**src/rtl/fifo_access_controller.sv**
```systemverilog
// Start-up sequencer, round-robin write arbiter and occupancy tracker for the shared pixel FIFO.
// Optional FIFO last-flag cross-check is built only when FIFO_ACCESS_CONTROLLER_SYNC_CHECK_EN is defined.
module fifo_access_controller #(
    parameter int REQUESTERS = 4,
    parameter int DATA_WIDTH = 8,
    parameter int FIFO_SIZE  = 3
) (
    input  logic                             clock,
    input  logic                             reset,
    input  logic                             enable,
    input  logic [REQUESTERS-1:0]            req,
    input  logic [REQUESTERS*DATA_WIDTH-1:0] req_data,
    output logic [REQUESTERS-1:0]            grant,
    input  logic                             pop_request,
    output logic                             pop_valid,
    output logic                             fifo_enable,
    output logic                             fifo_clear,
    input  logic                             fifo_ready,
    output logic                             fifo_push,
    output logic                             fifo_pop,
    output logic [DATA_WIDTH-1:0]            fifo_in_data,
    input  logic                             fifo_pushed_last,
    input  logic                             fifo_popped_last,
    output logic [FIFO_SIZE:0]               count,
    output logic                             full,
    output logic                             empty,
    output logic                             sync_error
);

    localparam int IDXW = (REQUESTERS > 1) ? $clog2(REQUESTERS) : 1;
    localparam logic [FIFO_SIZE:0] L_DEPTH = (FIFO_SIZE+1)'(2**FIFO_SIZE);
    localparam logic [IDXW-1:0] L_LAST_IDX = IDXW'(REQUESTERS-1);

    typedef enum logic [1:0] {
        S_IDLE       = 2'd0,
        S_CLEAR      = 2'd1,
        S_WAIT_READY = 2'd2,
        S_RUN        = 2'd3
    } state_t;

    state_t                  r_state;
    logic                    r_clr_cnt;
    logic [IDXW-1:0]         r_last;
    logic [FIFO_SIZE:0]      r_count;
    logic [REQUESTERS-1:0]   r_grant;
    logic                    r_fifo_push;
    logic                    r_fifo_pop;
    logic                    r_pop_valid;
    logic                    r_fifo_enable;
    logic                    r_fifo_clear;
    logic [DATA_WIDTH-1:0]   r_fifo_in_data;

    logic                    w_full;
    logic                    w_empty;
    logic                    w_win_vld;
    logic [IDXW-1:0]         w_win_idx;
    logic                    w_push;
    logic                    w_pop;
    logic [FIFO_SIZE:0]      w_count_nxt;

    assign w_full  = (r_count == L_DEPTH);
    assign w_empty = (r_count == '0);

    // Search begins one past the last winner so every source gets a turn.
    always_comb begin
        int j;
        w_win_vld = 1'b0;
        w_win_idx = '0;
        j = 0;
        for (int k = 1; k <= REQUESTERS; k++) begin
            j = int'(r_last) + k;
            if (j >= REQUESTERS) j = j - REQUESTERS;
            if (!w_win_vld && req[j]) begin
                w_win_vld = 1'b1;
                w_win_idx = IDXW'(j);
            end
        end
    end

    assign w_push = (r_state == S_RUN) && enable && !w_full  && w_win_vld;
    assign w_pop  = (r_state == S_RUN) && enable && !w_empty && pop_request;

    always_comb begin
        w_count_nxt = r_count;
        case ({w_push, w_pop})
            2'b10:   w_count_nxt = r_count + 1'b1;
            2'b01:   w_count_nxt = r_count - 1'b1;
            default: w_count_nxt = r_count;
        endcase
    end

`ifdef FIFO_ACCESS_CONTROLLER_SYNC_CHECK_EN
    logic r_sync_error;
    assign sync_error = r_sync_error;
`else
    logic w_unused_last_flags;
    assign w_unused_last_flags = fifo_pushed_last ^ fifo_popped_last;
    assign sync_error = 1'b0;
`endif

    always_ff @(posedge clock or posedge reset) begin
        if (reset) begin
            r_state        <= S_IDLE;
            r_clr_cnt      <= 1'b0;
            r_last         <= L_LAST_IDX;
            r_count        <= '0;
            r_grant        <= '0;
            r_fifo_push    <= 1'b0;
            r_fifo_pop     <= 1'b0;
            r_pop_valid    <= 1'b0;
            r_fifo_enable  <= 1'b0;
            r_fifo_clear   <= 1'b0;
            r_fifo_in_data <= '0;
`ifdef FIFO_ACCESS_CONTROLLER_SYNC_CHECK_EN
            r_sync_error   <= 1'b0;
`endif
        end else begin
            r_grant     <= '0;
            r_fifo_push <= 1'b0;
            r_fifo_pop  <= 1'b0;
            r_pop_valid <= 1'b0;
            if (r_state != S_IDLE && !enable) begin
                // Abort: strobes are dropped, occupancy is kept until the next clear.
                r_state       <= S_IDLE;
                r_fifo_enable <= 1'b0;
                r_fifo_clear  <= 1'b0;
            end else begin
                case (r_state)
                    S_IDLE: begin
                        if (enable) begin
                            r_state       <= S_CLEAR;
                            r_clr_cnt     <= 1'b0;
                            r_fifo_enable <= 1'b1;
                            r_fifo_clear  <= 1'b1;
                            r_count       <= '0;
                            r_last        <= L_LAST_IDX;
`ifdef FIFO_ACCESS_CONTROLLER_SYNC_CHECK_EN
                            r_sync_error  <= 1'b0;
`endif
                        end
                    end
                    S_CLEAR: begin
                        if (r_clr_cnt) begin
                            r_state      <= S_WAIT_READY;
                            r_fifo_clear <= 1'b0;
                        end else begin
                            r_clr_cnt <= 1'b1;
                        end
                    end
                    S_WAIT_READY: begin
                        if (fifo_ready) r_state <= S_RUN;
                    end
                    S_RUN: begin
                        r_pop_valid <= r_fifo_pop;
                        r_count     <= w_count_nxt;
                        if (w_push) begin
                            r_grant        <= REQUESTERS'(1) << w_win_idx;
                            r_fifo_push    <= 1'b1;
                            r_fifo_in_data <= req_data[int'(w_win_idx)*DATA_WIDTH +: DATA_WIDTH];
                            r_last         <= w_win_idx;
                        end
                        r_fifo_pop <= w_pop;
`ifdef FIFO_ACCESS_CONTROLLER_SYNC_CHECK_EN
                        // Last-flags are sampled one cycle after the strobe, against the updated count.
                        if ((r_fifo_push && fifo_pushed_last && r_count != L_DEPTH) ||
                            (r_fifo_pop  && fifo_popped_last && r_count != '0))
                            r_sync_error <= 1'b1;
`endif
                    end
                    default: r_state <= S_IDLE;
                endcase
            end
        end
    end

    assign grant        = r_grant;
    assign fifo_push    = r_fifo_push;
    assign fifo_pop     = r_fifo_pop;
    assign pop_valid    = r_pop_valid;
    assign fifo_enable  = r_fifo_enable;
    assign fifo_clear   = r_fifo_clear;
    assign fifo_in_data = r_fifo_in_data;
    assign count        = r_count;
    assign full         = w_full;
    assign empty        = w_empty;

endmodule

```
**config.mk**
```make
export PLATFORM = sky130hd
export DESIGN_NAME = fifo_access_controller
export DESIGN_NICKNAME = d
export VERILOG_FILES = /design/src/rtl/fifo_access_controller.sv
export SDC_FILE = /design/constraint.sdc
export NUM_CORES = 1
export LEC_CHECK = 0
export BUFFER_PORTS_ARGS = -buffer_cell sky130_fd_sc_hd__buf_2
export CAP_MARGIN = 10
export CORE_MARGIN = 8
export CORE_UTILIZATION = 52
export DETAILED_ROUTE_END_ITERATION = 8
export PLACE_DENSITY = 0.95
export REMOVE_ABC_BUFFERS = 1
export SYNTH_ARGS = -nofsm -noshare
export SYNTH_HDL_FRONTEND = slang
export SYNTH_SLANG_ARGS = --single-unit
```
**constraint.sdc**
```tcl
create_clock -name clock -period 4.6 [get_ports clock]
set_input_delay 0.92 -clock clock [delete_from_list [all_inputs] [get_ports clock]]
set_output_delay 0.92 -clock clock [all_outputs]
set_load 0.02 [all_outputs]
```
**Yosys cells after proc, flatten, opt, wreduce, memory -nomap -nowiden**

Index checks and enable logic that the tools add are counted.

- Input bits: 43
- Register bits after elaboration: 26
- Word-level logic and storage cells: 128

- Shifts and indexed selects: 2
- Eq/ne operators: 12
- $lt $le $gt $ge: 8
- Mux-type cells: 53
- Reduce and logical (&&, ||, !) cells: 31
- Add/sub/neg operators: 10
- Bitwise operators: 1

Operators by type and width:

| operator | number |
|---|---|
| $lt A32 B4 Y1 const B | 4 |
| $mux W32 | 4 |
| $shiftx A32 B6 Y8 | 1 |
| $mux W1 | 25 |
| $mux W2 | 10 |
| $mux W4 | 4 |
| $pmux W4 S2 | 2 |
| $reduce_and A4 Y1 | 3 |
| $sub A3 B3 Y4 const B | 3 |
| $reduce_bool A2 Y1 | 5 |
| $ge A3 B3 Y1 const B | 3 |
| $logic_and A1 B1 Y1 | 9 |
| $ne A3 B3 Y1 const B | 3 |
| $reduce_and A3 Y1 | 3 |
| $bmux W1 S2 | 4 |
| $add A2 B2 Y3 const B | 2 |
| $eq A2 B2 Y1 const B | 3 |
| $logic_not A1 Y1 | 6 |
| $pmux W2 S3 | 1 |
| $sub A4 B3 Y5 const B | 1 |
| $add A2 B3 Y4 const B | 1 |
| $add A4 B1 Y4 const B | 1 |
| $eq A2 B1 Y1 const B | 2 |
| $eq A4 B4 Y1 const B | 1 |
| other kinds (14) | 16 |

**Depth between registers and ports, before layout**

- Word-level depth: 20
- Depth in mapped cells: 11
- Depth with buffers taken out: 10

**Worst setup path after synthesis**

OpenSTA, ideal clock, no wires.

- Path kind: input port to flip-flop
- Start: input port req[1]
- End: register r_count[3] (netlist: count[3])
- Path slack: 1.546 ns
- Library setup time: 0.130 ns
- Data arrival time: 2.925 ns
- Stages on the path: 9
- Data required time: 4.470 ns
- Cells stage by stage: nor4_1 > nor2_2 > nor3_1 > ha_1 > a21o_2 > a21o_1 > or3_1 > a211oi_2 > o22ai_1

- Longest elaborated chain between the ends: 17

RTL lines:

| item | line | text |
|---|---|---|
| start: declaration | 11 | `input logic [REQUESTERS-1:0] req,` |
| $bmux W1 S2 | 73 | `if (!w_win_vld && req[j]) begin` |
| $mux W1 (implied by the code) (2 in a row) | 73 |  |
| $mux W1 | 73 |  |
| $logic_not A1 Y1 | 73 |  |
| $logic_and A1 B1 Y1 | 73 |  |
| $mux W1 | 73 |  |
| $logic_not A1 Y1 | 73 |  |
| $logic_and A1 B1 Y1 | 73 |  |
| $mux W1 | 73 |  |
| $logic_not A1 Y1 | 73 |  |
| $logic_and A1 B1 Y1 | 73 |  |
| $mux W1 (*) | 73 |  |
| $logic_and A1 B1 Y1 (*) | 80 | `assign w_push = (r_state == S_RUN) && enable && !w_full && w_win_vld;` |
| $eq A2 B1 Y1 / $eq A2 B2 Y1 (equally long branches) | 85 | `case ({w_push, w_pop})` |
| $pmux W4 S2 / $ne A3 B1 Y1 (equally long branches) | n/a |  |
| $pmux W4 S2 / $reduce_and A4 Y1 (equally long branches) | n/a |  |
| end signal: assignment | 155 | `r_count <= w_count_nxt;` |
| end: declaration | 44 | `logic [FIFO_SIZE:0] r_count;` |

Every way passes the cells marked *; elsewhere a longest branch is shown, timed or not. The select of a mux whose other input is x is not followed.
A chain may end at the register's enable or synchronous reset.

**Final worst setup path**

- Start: register r_count[0] (netlist: count[0])
- End: register r_count[3] (netlist: count[3])

- Longest elaborated chain between the ends: 7

RTL lines:

| item | line |
|---|---|
| $eq A4 B4 Y1 / $logic_not A4 Y1 (equally long branches) | 61, 62 |
| $logic_not A1 Y1, on equally long branches | 80, 81 |
| $logic_and A1 B1 Y1, on equally long branches (2 in a row) | 80, 81 |
| $eq A2 B1 Y1 / $eq A2 B2 Y1 (equally long branches) | 85 |
| $pmux W4 S2 / $ne A3 B1 Y1 (equally long branches) | n/a |
| $pmux W4 S2 / $reduce_and A4 Y1 (equally long branches) | n/a |

Several ways; a longest one is shown, not always the timed one.

==> flow_metrics.env <==
export IMPL_status="complete, no violations"
export IMPL_wl_met2_um=2301
export IMPL_setup_slack_ps=1512
export IMPL_peakVddDrop_uv=311.4
export IMPL_hold_class="flip-flop to flip-flop"
export IMPL_ctsRootBufferMaster="clkbuf_4"
export IMPL_coreArea_mm2=0.003053
export IMPL_grt_max_degree=27
export IMPL_cts_setup_buffers=0
export IMPL_maxCapViolations=0
export IMPL_synth_top_cell_by_area="dfrtp_1"
export IMPL_wl_per_cell_um=15.54
export IMPL_via_per_inst=5.562
export IMPL_hp_start="fifo_clear"
export IMPL_max_freq_mhz=323.8
export IMPL_dp_hpwl_um=3403
export IMPL_worstHoldEndpoint="fifo_clear"
export IMPL_routed_top_layer="met4"
export IMPL_synth_area_per_cell_um2=9.862
export IMPL_yosys_register_bits=26
export IMPL_grt_pass1_wl_um=7058
export IMPL_overflow=0
export IMPL_wirelength_um=4290
export IMPL_yosysTopAreaCellShare_pct=36.04
export IMPL_dr_first_iter_drc_count=121
export IMPL_grt_pass1_vias=1535
export IMPL_design_area_mm2=0.002072
export IMPL_syn_area_mm2=0.001667
export IMPL_area_growth_syn_to_layout_pct=24.32
export IMPL_clock_latency_ps=320
export IMPL_vias=1535
export IMPL_post_synth_top_count_cell="dfrtp_1"
export IMPL_drc_errors=0
export IMPL_synthCells=169
export IMPL_setup_viol=0
export IMPL_ys_seq_area_share_pct=39.19
export IMPL_timing_worst_setup_path_type="flip-flop to flip-flop"
export IMPL_clock_path_buffers=2
export IMPL_fin_util_pct=67.87
export IMPL_fin_worst_skew_ps=11.51
export IMPL_period_share_pct=67.13
export IMPL_reg2reg_depth=10
export IMPL_yosys_warnings=0
export IMPL_port_buffers=63
export IMPL_final_hold_viol_count=0
export IMPL_cts_sinks=26
export IMPL_endpoint_kind="flip-flop"
export IMPL_wl_met1_um=1668
export IMPL_num_rows=20
export IMPL_final_fill_count=256
export IMPL_worstPathMaxFanout=7
export IMPL_cts_buffers=3
export IMPL_ctsResizeCount=0
export IMPL_die_y_um=72.61
export IMPL_cp_start_kind="flip-flop"
export IMPL_startpoint="count[0]"
export IMPL_synth_distinct_cells=47
export IMPL_synthArstFlopShare_pct=100.0
export IMPL_antenna_found_initial=0
export IMPL_leakagePower_nw=1.080
export IMPL_synth_top_cells_by_count="dfrtp_1 (24), mux2i_1 (20), nor2_1 (16)"
export IMPL_dr_wl_met3_um=248
export IMPL_fin_tns_setup_ps=0
export IMPL_max_slew_margin_rel_pct=21.45
export IMPL_critPathRequiredTime_ps=4820
export IMPL_die_area_mm2=0.005272
export IMPL_r2r_setup_slack_ps=1510
export IMPL_firstDrtPassIters=4
export IMPL_drive_gt1_share_pct=35.78
export IMPL_place_congestion=0.8081
export IMPL_fin_crit_ps=3088
export IMPL_diodes=0
export IMPL_holdPathStages=1
export IMPL_slew_viol_final=0
export IMPL_power_density_mw_per_mm2=533.6
export IMPL_reg2reg_to="count[3]"
export IMPL_start_util_pct=54.59
export IMPL_grt_use_total_pct=16.36
export IMPL_rsz0062_at_grt="false"
export IMPL_clk_pin_slew_ps=150
export IMPL_cts_tree="built"
export IMPL_holdWs_ps=525.7
export IMPL_place_area_mm2=0.002019
export IMPL_cts_max_level=1
export IMPL_dp_slack_ps=1239
export IMPL_cts_hold_buf=0
export IMPL_synth_top_flop_cell="dfrtp_1"
export IMPL_synthTopCellsByArea="dfrtp_1 (36%), mux2i_1 (12%), ha_1 (6.8%), a221oi_1 (3.7%), nor2_1 (3.6%)"
export IMPL_nNetsFinal=286
export IMPL_ioPinCount=67
export IMPL_crit_arrival_ps=3310
export IMPL_regToRegStartpoint="count[0]"
export IMPL_synth_edff_count=0
export IMPL_antenna_left=0
export IMPL_tightest_slew_ps=1178
export IMPL_dieWidth_um=72.61
-- cell families after synthesis --
group / after synthesis / synth area share [%]
adders and majority gates: 10 / 7.958
DFF: 26 / 39.19
xor gates and xnor gates: 1 / 0.5256
and+or+nand+nor: 49 / 15.09
buffers and inverters: 19 / 4.730
other: 1 / 0.2250
AOI/OAI and AO/OA: 41 / 18.92
muxes: 22 / 13.36
-- cell usage in the layout, fill, tap and decap left out, types with 2 or more instances in the layout --
cell / n
ha_1: 9
o22a_1: 2
nor4_1: 2
o22ai_1: 3
and3_1: 2
mux2_2: 2
nand2b_1: 5
or3_1: 3
clkbuf_4: 3
dfrtp_1: 24
nand3_1: 2
a22o_1: 2
buf_2: 63
o21ai_0: 5
nor2_1: 16
a221oi_1: 7
nor3_1: 4
nand2_1: 8
mux2i_1: 20
inv_1: 13
dfstp_2: 2
a211oi_1: 2
a21oi_1: 8
-- sequential cells by signal (all words and copies together), names as in the netlist --
register and cells:
r_last 2, fifo_pop 1, fifo_enable 1, fifo_push 1, pop_valid 1, fifo_in_data 8
fifo_clear 1, grant 4, count 4, r_clr_cnt 1, r_state 2
-- stage by stage --
step	instances	total power [mW]
finish	276	1.106
global route	276	1.187
CTS	276	1.110
detailed placement	272	0.9501
global placement	272	0.9221
floorplan	164	0.7761
-- critical path, stage by stage (launching register included) --
cell      delay [ps]
dfrtp_1          510
or4b_4           590
clkinv_2          70
nor2_2            50
nor3_1           390
ha_1             310
a21o_2           200
a21o_1           200
or3_1            320
a211oi_2         220
o22ai_1          100
-- report_power, final --
part | total, mW | leakage [nW] | switching [mW] | internal [mW]
Sequential | 0.373 | 0.321 | 0.0647 | 0.309
Combinational | 0.574 | 0.732 | 0.339 | 0.235
Clock | 0.158 | 0.0279 | 0.0700 | 0.0880
-- routing by layer --
layer,track usage (%),vias up
met5,0,-
met4,5.778,0
met3,2.473,6
met2,29.82,45
met1,18.67,737
li1,-,747
-- worst max path at each step --
stage | to | slack (ps) | cells after the start
after floorplan | count[3] | 1550 | 9
after global placement | count[3] | 1310 | 10
after detailed placement | count[3] | 1240 | 10
after CTS | count[3] | 1530 | 10
after global routing | count[3] | 1380 | 10
final | count[3] | 1510 | 10
-- cell type report --
class / instances / area (µm²) / share of cell area, %
well taps: 44 / 55.05 / 2.657
inverters: 14 / 53.80 / 2.597
clock buffers: 3 / 22.52 / 1.087
repair buffers: 64 / 322.8 / 15.58
flip-flops and latches: 26 / 653.1 / 31.52
clock inverters: 1 / 30.03 / 1.449
multi-input cells: 124 / 934.6 / 45.11
(Power assumes the default switching activity.)
